### config.mk
export PLATFORM = sky130hd
export DESIGN_NAME = mem_stage_ctrl
export DESIGN_NICKNAME = d
export VERILOG_FILES = /design/src/rtl/mem_stage_ctrl_pkg.sv /design/src/rtl/mem_wait_counter.sv /design/src/rtl/mem_stage_ctrl.sv
export SDC_FILE = /design/constraint.sdc
export NUM_CORES = 1
export LEC_CHECK = 0
export CORE_MARGIN = 1
export CORE_UTILIZATION = 40
export DETAILED_ROUTE_END_ITERATION = 8
export PLACE_DENSITY = 0.95
export SLEW_MARGIN = 20
export SYNTH_ARGS = -nofsm -noshare
export SYNTH_HDL_FRONTEND = slang
export SYNTH_SLANG_ARGS = --single-unit
export TNS_END_PERCENT = 10
### constraint.sdc
create_clock -name clk -period 3.06 [get_ports clk]
set_clock_uncertainty 0.15 [all_clocks]
set_input_delay 0.612 -clock clk [delete_from_list [all_inputs] [get_ports clk]]
set_output_delay 0.612 -clock clk [all_outputs]
set_load 0.05 [all_outputs]
### src/rtl/mem_stage_ctrl_pkg.sv
// Shared definitions for the MEM pipeline stage controller.
package mem_stage_ctrl_pkg;

    // Access FSM: IDLE handles pass-through and zero-wait ops; ACCESS covers wait states.
    typedef enum logic {
        IDLE   = 1'b0,
        ACCESS = 1'b1
    } mem_state_t;

    // Byte address that maps onto data-memory word 0.
    localparam int DEFAULT_ADDR_BASE = 1024;

    // Wait counter width; supports up to 15 wait cycles.
    localparam int CNT_W = 4;

endpackage : mem_stage_ctrl_pkg

### src/rtl/mem_wait_counter.sv
// Wait-state counter for data-memory accesses: clear, enable and a terminal flag.
module mem_wait_counter
    import mem_stage_ctrl_pkg::*;
#(
    parameter int TERMINAL = 3
) (
    input  logic             clk,
    input  logic             rst,
    input  logic             clear_i,
    input  logic             en_i,
    output logic [CNT_W-1:0] count_o,
    output logic             term_o
);

    logic [CNT_W-1:0] cnt_q;
    logic [CNT_W-1:0] cnt_d;

    // Next count: clear has priority over increment.
    always_comb begin
        cnt_d = cnt_q;
        if (clear_i) begin
            cnt_d = '0;
        end else if (en_i) begin
            cnt_d = cnt_q + 1'b1;
        end
    end

    // Count register with synchronous reset.
    always_ff @(posedge clk) begin
        if (rst) begin
            cnt_q <= '0;
        end else begin
            cnt_q <= cnt_d;
        end
    end

    assign count_o = cnt_q;
    assign term_o  = (cnt_q == CNT_W'(TERMINAL));

endmodule : mem_wait_counter

### src/rtl/mem_stage_ctrl.sv
// MEM stage controller: address translation, wait-state sequencing,
// pipeline freeze generation and the MEM/WB pipeline register.
module mem_stage_ctrl
    import mem_stage_ctrl_pkg::*;
#(
    parameter int WAIT_CYCLES = 3,
    parameter int ADDR_BASE   = DEFAULT_ADDR_BASE,
    parameter int ADDR_W      = 16
) (
    input  logic              clk,
    input  logic              rst,
    input  logic [3:0]        dst_in,
    input  logic [31:0]       alu_res_in,
    input  logic [31:0]       val_rm_in,
    input  logic              mem_read_in,
    input  logic              mem_write_in,
    input  logic              wb_en_in,
    output logic [ADDR_W-1:0] mem_addr,
    output logic [31:0]       mem_wdata,
    output logic              mem_we,
    output logic              mem_re,
    input  logic [31:0]       mem_rdata,
    output logic              freeze,
    output logic [3:0]        dst_out,
    output logic [31:0]       alu_res_out,
    output logic [31:0]       mem_data_out,
    output logic              mem_read_out,
    output logic              wb_en_out
);

    localparam logic [CNT_W-1:0] WAIT_C = CNT_W'(WAIT_CYCLES);

    mem_state_t       state_q;
    mem_state_t       state_d;
    logic [CNT_W-1:0] cnt;
    logic             cnt_term;
    logic             cnt_en;
    logic             cnt_clr;
    logic             strobe;
    logic             freeze_c;
    logic             capture;
    logic             mem_op;

    logic [3:0]       dst_q;
    logic [31:0]      alu_res_q;
    logic [31:0]      mem_data_q;
    logic             mem_read_q;
    logic             wb_en_q;

    // A simultaneous read and write request is treated as a read.
    assign mem_op = mem_read_in | mem_write_in;

    // Word address relative to the memory window; wraps, no range check.
    assign mem_addr  = ADDR_W'((alu_res_in - 32'(ADDR_BASE)) >> 2);
    assign mem_wdata = val_rm_in;

    mem_wait_counter #(
        .TERMINAL (WAIT_CYCLES)
    ) u_wait_cnt (
        .clk     (clk),
        .rst     (rst),
        .clear_i (cnt_clr),
        .en_i    (cnt_en),
        .count_o (cnt),
        .term_o  (cnt_term)
    );

    // Next-state and control decode for the access FSM.
    always_comb begin
        state_d  = state_q;
        cnt_en   = 1'b0;
        cnt_clr  = 1'b0;
        strobe   = 1'b0;
        freeze_c = 1'b0;
        capture  = 1'b0;
        case (state_q)
            IDLE: begin
                if (mem_op) begin
                    strobe = 1'b1;
                    if (WAIT_CYCLES == 0) begin
                        capture = 1'b1;
                    end else begin
                        freeze_c = 1'b1;
                        cnt_en   = 1'b1;
                        state_d  = ACCESS;
                    end
                end else begin
                    capture = 1'b1;
                end
            end
            ACCESS: begin
                strobe = 1'b1;
                if (cnt_term) begin
                    capture = 1'b1;
                    cnt_clr = 1'b1;
                    state_d = IDLE;
                end else begin
                    freeze_c = (cnt != WAIT_C);
                    cnt_en   = 1'b1;
                end
            end
            default: begin
                cnt_clr = 1'b1;
                state_d = IDLE;
            end
        endcase
    end

    // Strobes and freeze are forced low while reset is held.
    assign freeze = freeze_c & ~rst;
    assign mem_re = strobe & mem_read_in & ~rst;
    assign mem_we = strobe & mem_write_in & ~mem_read_in & ~rst;

    // FSM state register.
    always_ff @(posedge clk) begin
        if (rst) begin
            state_q <= IDLE;
        end else begin
            state_q <= state_d;
        end
    end

    // MEM/WB register: bubble while frozen, capture on completion or pass-through.
    always_ff @(posedge clk) begin
        if (rst) begin
            dst_q      <= '0;
            alu_res_q  <= '0;
            mem_data_q <= '0;
            mem_read_q <= 1'b0;
            wb_en_q    <= 1'b0;
        end else if (freeze_c) begin
            mem_read_q <= 1'b0;
            wb_en_q    <= 1'b0;
        end else if (capture) begin
            dst_q      <= dst_in;
            alu_res_q  <= alu_res_in;
            mem_read_q <= mem_read_in;
            wb_en_q    <= wb_en_in;
            if (mem_read_in) begin
                mem_data_q <= mem_rdata;
            end
        end
    end

    assign dst_out      = dst_q;
    assign alu_res_out  = alu_res_q;
    assign mem_data_out = mem_data_q;
    assign mem_read_out = mem_read_q;
    assign wb_en_out    = wb_en_q;

endmodule : mem_stage_ctrl

==> results of run 1 <==
-- stage by stage --
step,util [%],setup slack [ns],hold WS [ns],setup TNS (ns)
6_report,61.2,0.0905,0.320,0
5_1_grt,61.2,0.00728,0.343,0
4_1_cts,61.3,0.00844,0.323,0
3_5_place_dp,58.6,-0.0472,0.306,-0.0493
3_3_place_gp,58.6,0.0459,0.300,0
2_1_floorplan,-,0.172,0.308,0
-- routing by layer --
metal	global-route usage, %	part of all wire [%]	vias to the layer above
met2	35.2	52	108
met3	5.11	5.7	36
li1	-	-	1494
met4	8.73	2.8	0
met1	19.9	39	1478
met5	0	0	-
-- layout by cell type (no fill, tap or decap), types with 2 or more instances in the layout --
cell type | netlist | routed
sky130_fd_sc_hd__ha_1 | 2 | 2
sky130_fd_sc_hd__inv_1 | 3 | 3
sky130_fd_sc_hd__or3_1 | 2 | 2
sky130_fd_sc_hd__bufinv_16 | 0 | 2
sky130_fd_sc_hd__nand4b_1 | 32 | 32
sky130_fd_sc_hd__clkdlybuf4s50_1 | 0 | 146
sky130_fd_sc_hd__nand2b_1 | 104 | 104
sky130_fd_sc_hd__and2_1 | 2 | 2
sky130_fd_sc_hd__buf_12 | 3 | 10
sky130_fd_sc_hd__o21ai_1 | 32 | 32
sky130_fd_sc_hd__mux2i_1 | 37 | 37
sky130_fd_sc_hd__clkbuf_8 | 0 | 10
sky130_fd_sc_hd__dlygate4sd2_1 | 0 | 3
sky130_fd_sc_hd__nor2_1 | 7 | 7
sky130_fd_sc_hd__dfxtp_1 | 75 | 75
sky130_fd_sc_hd__buf_4 | 44 | 11
sky130_fd_sc_hd__clkinv_2 | 0 | 2
sky130_fd_sc_hd__xor2_1 | 6 | 6
sky130_fd_sc_hd__o31ai_1 | 2 | 2
-- repair_timing --
action / CTS / global route
buffers inserted: 0 / 0
setup endpoints to repair: 2 / 1
pin swaps: 3 / 2
hold endpoints to repair: 0 / 0
cloned: 0 / 0
resized for setup: 6 / 1
-- final timing paths --
check,cells after the start,endpoint,from,slack (ns)
hold reg to reg,2,mem_data_out[29],mem_data_out[29],0.32
setup reg to reg,6,alu_res_out[12],u_wait_cnt.count_o[0],1.08
hold / removal,2,mem_data_out[29],mem_data_out[29],0.32
setup / recovery,6,mem_addr[13],alu_res_in[13],0.09
-- power breakdown --
group	leakage [nW]	internal (mW)	switching (mW)
clock	0.108	0.475	0.354
combinational	1.44	0.261	0.307
sequential	0.609	1.01	0.0241
-- kinds of logic (layout without fill, tap and decap cells) --
group	Yosys count	in the layout	share of synthesized area, %
buf+inv	74	191	13.5
mux	37	37	9.89
flops	75	75	40.1
simple gates	159	159	29.3
fa+ha+maj	2	2	0.668
compound gates	36	36	4.94
xor+xnor	7	7	1.64
-- final cells by class --
cell class                      count  area [sq um]  share of cell area, %
Sequential cell                    75          1500                   27.6
Inverter                            4          15.0                  0.276
Clock buffer                       10           138                   2.53
Clock inverter                      5          77.6                   1.43
Timing Repair Buffer              172          1800                   33.1
Tap cell                          108           135                   2.48
Multi-Input combinational cell    241          1770                   32.6
-- worst max-delay path, delay by kind of cell --
kind | cells | cell delay, ns
simple gates | 2 | 0.58
xor+xnor | 1 | 0.27
buf+inv | 3 | 0.75
-- registers in the layout (all words and copies together), names as in the netlist --
| signal | cells |
|---|---|
| alu_res_out | 32 |
| mem_data_out | 32 |
| dst_out | 4 |
| u_wait_cnt.count_o | 4 |
| mem_read_out | 1 |
| state_q | 1 |
| wb_en_out | 1 |
==> run summary, run 1 <==
The run finished with clean final reports. In this run the power density over the cells is 447 nW/um^2. In this run the static leakage power is 2.15 nW. After the flow finishes, the layout carries non-filler instances totaling 615.

In this run the standard cell core region covers 8890 sq um. The run gives 0 as the number of antenna-violating nets in the routed design. The total number of vias was 3116; the register bit total from synthesis was 75. Buffer cell driving the clock tree root: sky130_fd_sc_hd__clkbuf_8. The horizontal die dimension was 98.8 um; the overall routed net length was 9.23 mm. Largest stage delay on the critical path: 0.43 ns.

The remaining max-slew budget at the tightest pin was 57.8%. The number of endpoints with negative hold slack in the final report was 0. By count the netlist is led by 104 x sky130_fd_sc_hd__nand2b_1, 75 x sky130_fd_sc_hd__dfxtp_1, 44 x sky130_fd_sc_hd__buf_4. The post-synthesis async set-or-reset flop share is 0%, and the number of global-route vias before repair is 3150. The mean post-synth cell area works out to 9.61 sq um. The final layout contains 610 nets. Setup repair after global routing left no endpoint under its margin.

The initial utilization of the core area, before any placement, comes to 42.1%. The logs give 0.878 for the placer congestion estimate and 40.1% for the portion of the post-synthesis area used by sequential elements. The post-route netlist has 9.07% of its cells at a drive strength greater than 1. The worst endpoint required time came out at 2.30 ns. After synthesis, the cell types taking the most area are sky130_fd_sc_hd__dfxtp_1 40%, sky130_fd_sc_hd__nand2b_1 17%, sky130_fd_sc_hd__mux2i_1 9.9%, sky130_fd_sc_hd__buf_4 8.8%, sky130_fd_sc_hd__nand4b_1 7.5%. Clock insertion delay at the later pin of the skew report: 0.34 ns. In this run the count of I/O pins placed on the die edge is 226. The average wire per cell in the routed design came out at 15.0 um. The share of the synthesized area in the top cell type is 40.1%, and the wire length of the first global-routing pass is 14.9 mm. The count of port buffers added during placement is 161, and the count of routing violations after the opening detailed-route iteration is 112. The synthesized net count is 497. Counting distinct cell types in the post-synthesis netlist gives 32. Launching element type of the critical path: an input port.

The first TritonRoute pass finished after 5 iterations. The number of fillers in the final layout was 753; the post-place instance area was 5210 sq um. The longest clock path from root to sink contains 2 buffers.

TritonCTS built the clock tree. Among all flip-flop cells after synthesis, the most frequent one is sky130_fd_sc_hd__dfxtp_1. After global routing the overflow that remains totals 0.

By instance count, the leading cell after synthesis is sky130_fd_sc_hd__nand2b_1. Dividing the final minimum period by the clock period gives 97.0%. Synthesis handed over a netlist of 390 instances.

The tools report the total DRC errors in the routed layout as 0. The nature of the critical path endpoint was an output port. For the number of max-cap violations, the log shows 0. Using the TritonRoute via totals, the vias-per-cell ratio works out to 5.07.

Entering global routing, the biggest net connects 97 pins. Power comes to 2.43 mW. The setup-violating endpoint count in the final report came out at 0. Netlist area before placement: 3750 sq um. After routing the design area is 5440 sq um.

The logs give 6.72 mm for the HPWL after detailed placement and 0 for the hold-fix buffer count after cts. The clock-pin slew on the worst setup and hold paths is 0.08 ns. Global routing used 19.0% of the available tracks. The critical path goes through clkdlybuf4s50_1 -> buf_4 -> or4_1 -> nor2_1 -> xor2_1 -> buf_12. Static timing analysis puts the maximum clock frequency at 0.337 GHz. The layout overhead on the synthesized area is 45.3%, and the number of buffers created by CTS is 9.

Class of the tightest hold or removal check: register to register. After detailed placement, the design holds a cell count of 600. The die height is 98.8 um, and the number of sinks driven by the clock tree is 75. The worst-margin pin slew is 0.633 ns. The start-to-end type of the worst setup path was input port to output port.

The arrival time reported for the critical path endpoint is 2.21 ns, and the number of flops mapped to enable cells by yosys is 0. The depth of the CTS H-tree is 3, and the minimum clock period after layout is 2.97 ns. The maximum net fanout on the critical path is 4, and the total of warnings raised by yosys is 0. The number of antenna diodes in the final layout is 0. Worst-path cell with the longest stage delay: sky130_fd_sc_hd__or4_1.

The max-slew violation count was 0; the area enclosed by the die boundary was 9760 sq um. After floorplanning, the core was divided into 34 placement rows. The largest total area in the synthesized netlist belongs to sky130_fd_sc_hd__dfxtp_1. The number of antenna violations at the first check in global routing is 0, and the maximum ir drop on the vdd rail is 0.344 mV.
Power figures use the tool's default switching activity.
==> inputs of run 2 (changes only) <==
--- a/config.mk
+++ b/config.mk
@@ -5,7 +5,7 @@
 export SDC_FILE = /design/constraint.sdc
 export NUM_CORES = 1
 export LEC_CHECK = 0
-export CORE_MARGIN = 1
+export CORE_MARGIN = 5
 export CORE_UTILIZATION = 40
 export DETAILED_ROUTE_END_ITERATION = 8
 export PLACE_DENSITY = 0.95
==> run summary, run 2 (synthesis results as in run 1) <==
Die height: 107 um. For the clock insertion delay at the later pin of the skew report, the log shows 0.34 ns. Number of nets in the finished design: 609. The overall routed net length was 9.63 mm; the depth of the CTS H-tree was 3. The count of port buffers added during placement works out to 161.

Timing would allow up to 0.334 GHz. The power density normalized to cell area is 435 nW/um^2. The die covers 11400 sq um. The flow ran to the end, and the final reports show no timing, DRC or antenna violations.

Summed over all cells, the static leakage comes to 2.15 nW. Setup violations remaining at the end of the flow were counted as 0. After floorplanning, the core was sized to cover 9200 sq um.

Once detail routing completed, the nets flagged for antenna violations numbered 0. The tools report the total number of vias as 3055. At the pin with the least slew margin, the transition time is 0.893 ns. OpenSTA, run right after detailed placement, puts the worst setup slack at -0.00366 ns.

The horizontal die dimension is 107 um, and the site row count is 35. The critical path is of the input port to output port type. The share of the clock period used by the worst path after layout is 97.7%.

For the max-slew violation count, the log shows 0. STA classifies the critical path endpoint as an output port. The remaining max-slew budget at the tightest pin is 40.4%, and the worst endpoint required time is 2.30 ns. The tools report the setup TNS as 0 ns. After layout, the worst setup slack is 0.0700 ns. The first routing iteration left 122 violations.

In this run the worst path has a maximum fanout of 3. The logs give 15.2 mm for the wire length of the first global-routing pass and 0 for the post-CTS setup buffer count. The maximum buffer depth of the clock tree came out at 2. The library cells used most frequently in the layout, excluding fill and tap cells, are 146 x sky130_fd_sc_hd__clkdlybuf4s50_1, 104 x sky130_fd_sc_hd__nand2b_1, 75 x sky130_fd_sc_hd__dfxtp_1. The layout overhead on the synthesized area came out at 44.9%. The post-route netlist has 9.66% of its cells at a drive strength greater than 1. Summing all placed instances gives a cell area of 5210 sq um. The design draws 2.36 mW.

The tools report the number of global-route vias before repair as 3116. Global routing consumed, over all layers together, 16.3% of the routing resources. The path class of the tightest hold or removal check is register to register. Most frequent standard cell in the layout excluding fill and tap cells: sky130_fd_sc_hd__clkdlybuf4s50_1. The launching element type of the critical path is an input port. The maximum ir drop on the vdd rail is 0.202 mV.

The number of antenna violations at the first check in global routing was 0; the number of sinks driven by the clock tree was 75. Entering global routing, the biggest net connects 138 pins. The logs give 6.98 mm for the HPWL after detailed placement and 2.23 ns for the arrival time reported for the critical path endpoint. After clock tree synthesis, the clock-pin slew on the worst setup and hold paths is 0.09 ns. The worst path needs 2.99 ns of the cycle, external delays included. The tools report the buffer cell driving the clock tree root as sky130_fd_sc_hd__clkbuf_8.

The first detailed-routing pass ran for 4 iterations. After detailed routing, the number of remaining DRC violations is 0. The hold-fix buffer count after cts was 0; the average wire per cell in the routed design was 15.6 um.

Count of inserted antenna diode cells: 0. Hold is met by 0.318 ns. The tools report the total congestion overflow after global routing as 0. The number of placed I/O pins is 226, and the via-per-instance ratio is 4.94. TritonCTS built the clock tree. The number of max-cap violations is 0, and the final design area excluding fillers is 5430 sq um.

The number of endpoints with negative hold slack in the final report was 0. The number of clock buffers added by TritonCTS is 9. The run gives 0.807 as the placer congestion estimate. Once the floorplan was initialized, standard cells occupied 40.7% of the core.
## run 2: final cells by class
cell class | count | area (sq um)
well taps | 111 | 139
clock inverters | 7 | 68.8
fillers | 778 | 3770
clock buffers | 9 | 124
multi-input cells | 241 | 1780
repair buffers | 171 | 1790
flip-flops and latches | 75 | 1500
inverters | 4 | 15.0
## run 2: power breakdown
part	switching, mW	internal [mW]	total (mW)
Combinational	0.307	0.261	0.568
Sequential	0.0233	1.01	1.04
Clock	0.378	0.374	0.752
## run 2: critical path: stages
cell and delay (ns):
sky130_fd_sc_hd__clkdlybuf4s50_1 0.46, sky130_fd_sc_hd__or4_4 0.59, sky130_fd_sc_hd__nor4_4 0.19, sky130_fd_sc_hd__xor2_2 0.21, sky130_fd_sc_hd__buf_12 0.16
## run 2: metrics by stage
step	utilization, %	instances
4_1_cts	58.7	618
2_1_floorplan	-	390
5_1_grt	59.0	618
3_3_place_gp	56.6	602
6_report	59.0	618
3_5_place_dp	56.6	602
## run 2: layer usage
layer,vias up,track usage [%],wire (um)
li1,1487,-,-
met5,-,0,0
met1,1414,18.1,3870
met3,28,5.00,769
met2,126,28.4,4720
met4,0,7.49,282
## run 2: what timing repair did
item                                    in CTS  in global routing
endpoints found under the setup margin       1                  2
resized for setup                            1                  5
gates cloned                                 0                  0
pin swaps                                    1                  1
## run 2: path summary, 6_finish.rpt
kind,start,to,slack [ns],cells after the start
worst max-delay path,alu_res_in[12],mem_addr[15],0.07,5
worst min register to register,mem_data_out[12],mem_data_out[12],0.32,2
worst min-delay path,mem_data_out[12],mem_data_out[12],0.32,2
worst max register to register,u_wait_cnt.count_o[0],mem_data_out[26],0.78,6
==> inputs of run 3 (changes only) <==
--- a/config.mk
+++ b/config.mk
@@ -8,7 +8,7 @@
 export CORE_MARGIN = 5
 export CORE_UTILIZATION = 40
 export DETAILED_ROUTE_END_ITERATION = 8
-export PLACE_DENSITY = 0.95
+export PLACE_DENSITY = 0.85
 export SLEW_MARGIN = 20
 export SYNTH_ARGS = -nofsm -noshare
 export SYNTH_HDL_FRONTEND = slang
==> run summary, run 3 (synthesis results as in run 1) <==
The logs give 0 for the number of endpoints with negative hold slack in the final report and 24.2% for the relative contribution of combinational cells to total power. The run gives 98 as the maximum number of pins on one net before global-route repair. Setup repair after global routing left no endpoint under its margin.

The length of the first detailed-routing pass in iterations was 4. The setup slack at placement is -0.0186 ns, and the maximum ir drop on the vdd rail is 0.255 mV. The share of the clock period used by the worst path after layout is 97.2%, and the area enclosed by the die boundary is 11400 sq um.

The total overflow left after global routing is 0. In this run the deepest clock path goes through 2 buffers. The run gives 7.20 mm as the HPWL after detailed placement. For this design, the CTS-stage hold fixing added 0 buffers. Across all hold checks on the routed design, the worst slack comes to 0.317 ns.

Once detail routing completed, the nets flagged for antenna violations numbered 0. The worst pin sits at a relative slew slack of 57.6%. Fill cells in the final layout number 809. The max-slew violation count was 0; the count of inserted antenna diode cells was 0.

The worst hold path belongs to the class register to register. The final route contains 3024 vias. At the end of routability-driven placement, the weighted congestion stood at 0.791. Using the TritonRoute via totals, the vias-per-cell ratio works out to 4.88. Relative to the synthesized area, the layout overhead comes to 44.9%. The region available for standard cell placement spans 9200 sq um.

The H-tree generated during clock tree synthesis spans 3 levels. The clock group share of total power came out at 31.8%. The overall routed net length came out at 9.81 mm. Clock latency on the worst-skew pair, taken at its later pin, is 0.33 ns. The tools report the share of power burned in registers as 44.0%.

The slowest stage of the critical path belongs to the cell sky130_fd_sc_hd__or4_4. The count of buffers added on input and output ports is 161. Measured along the x axis, the die boundary spans 107 um. The run gives 226 as the number of placed I/O pins. The initial utilization of the core area, before any placement, comes to 40.7%. The library cells used most frequently in the layout, excluding fill and tap cells, are 146 x sky130_fd_sc_hd__clkdlybuf4s50_1, 104 x sky130_fd_sc_hd__nand2b_1, 75 x sky130_fd_sc_hd__dfxtp_1. The worst setup path is launched from an input port.

The highest attainable clock frequency was 0.336 GHz; the site row count was 35. The first global-routing pass estimated 15.7 mm of wire. Once layout is complete, the utilization of the core stands at 59.0%. Of all nets on the critical path, the largest fanout is 2. The die height works out to 107 um. The tool flagged a number of max-cap violations equal to 0. The minimum clock period after layout is 2.97 ns, and the post-CTS setup buffer count is 0. In the final design database the tool counted 611 nets. The tools report the nature of the critical path endpoint as an output port.

In this run the power density over the cells is 434 nW/um^2. The flow ran to the end, and the final reports show no timing, DRC or antenna violations. The number of antenna violations at the first check in global routing was 0; the area of combinational cells with multiple inputs was 1770 sq um. The setup path with the least slack is of type input port to output port. Global routing used 17.0% of the available tracks across all layers.

The routed design uses 702 um of met3 wire. In this run the power spent charging and discharging nets is 704 uW. The number of sinks driven by the clock tree was 75; the total DRC errors in the routed layout was 0.

In the final routed layout, each cell accounts on average for 15.8 um. The run gives 2.30 ns as the worst endpoint required time. Largest stage delay on the critical path: 0.55 ns. Internal power comes to 1.65 mW. In the final layout, the share of cells above drive strength 1 is 9.23%. Walking the worst path, the cells encountered are clkdlybuf4s50_1 -> or4_4 -> nor4_4 -> xor2_1 -> clkbuf_16. In the post-route analysis, the smallest setup slack over all paths is 0.0861 ns. TritonCTS built the clock tree. In this run the clock root is driven by a sky130_fd_sc_hd__clkbuf_8.

TritonCTS created 9 clock buffers. The arrival time reported for the critical path endpoint was 2.21 ns; the clock-pin slew on the worst setup and hold paths was 0.09 ns. Leaving out fill and tap cells, the most frequent cell in the layout is sky130_fd_sc_hd__clkdlybuf4s50_1.

The uppermost signal routing layer after detailed routing is met4. The setup-violating endpoint count in the final report is 0, and the number of global-route vias before repair is 3182. Registers take 1500 sq um. At the pin with the least slew margin, the transition time is 0.636 ns. The analysis attributes to cell leakage a power of 2.15 nW.

The switching share of total power was 29.9%; the count of routing violations after the opening detailed-route iteration was 97. Detailed routing placed a total of 5.18 mm of wire on met2. For this block, wires on met1 add up to 3.79 mm.
[run 3: what timing repair did]
item	CTS	global route
endpoints found under the setup margin	1	3
pin swaps	2	2
resized for setup	4	3
[run 3: layout make-up]
| type | instances | share of cell area, % |
|---|---|---|
| timing repair buffer | 173 | 33.2 |
| sequential | 75 | 27.7 |
| clock buffer | 10 | 2.35 |
| clock inverter | 6 | 1.22 |
| tap | 111 | 2.56 |
| multi-input combinational | 241 | 32.7 |
| inverter | 4 | 0.277 |
[run 3: metal layers]
metal	GRT usage [%]	up-vias
met5	0	-
met4	6.03	0
met3	5.84	16
met2	31.3	122
met1	18.0	1400
li1	-	1486
[run 3: final timing paths]
check	slack (ns)	cells past startpoint	start	endpoint
setup / recovery	0.09	5	alu_res_in[13]	mem_addr[15]
hold / removal	0.32	2	mem_data_out[8]	mem_data_out[8]
setup reg to reg	0.86	6	u_wait_cnt.count_o[0]	mem_data_out[31]
hold reg to reg	0.32	2	mem_data_out[8]	mem_data_out[8]
[run 3: per-stage QoR]
| stage | std cells | setup TNS (ns) | cell area [sq um] | power (mW) |
|---|---|---|---|---|
| after floorplan | 390 | 0 | 3750 | 1.51 |
| after global placement | 604 | 0 | 5210 | 1.62 |
| after detailed placement | 604 | -0.0186 | 5210 | 1.63 |
| after CTS | 620 | 0 | 5430 | 2.39 |
| after global routing | 620 | 0 | 5430 | 2.46 |
| final | 620 | 0 | 5430 | 2.36 |
[run 3: worst max-delay path, delay by kind of cell]
family,cells,cell delay [ns]
simple gates,2,0.71
buf+inv,2,0.64
xor+xnor,1,0.24
[run 3: power by group through the flow]
stage / clock network, mW / registers, mW / logic, mW
2_1_floorplan: 0 / 1.17 / 0.336
3_3_place_gp: 0 / 1.06 / 0.564
3_5_place_dp: 0 / 1.06 / 0.573
4_1_cts: 0.771 / 1.04 / 0.578
5_1_grt: 0.814 / 1.04 / 0.601
6_report: 0.749 / 1.04 / 0.571
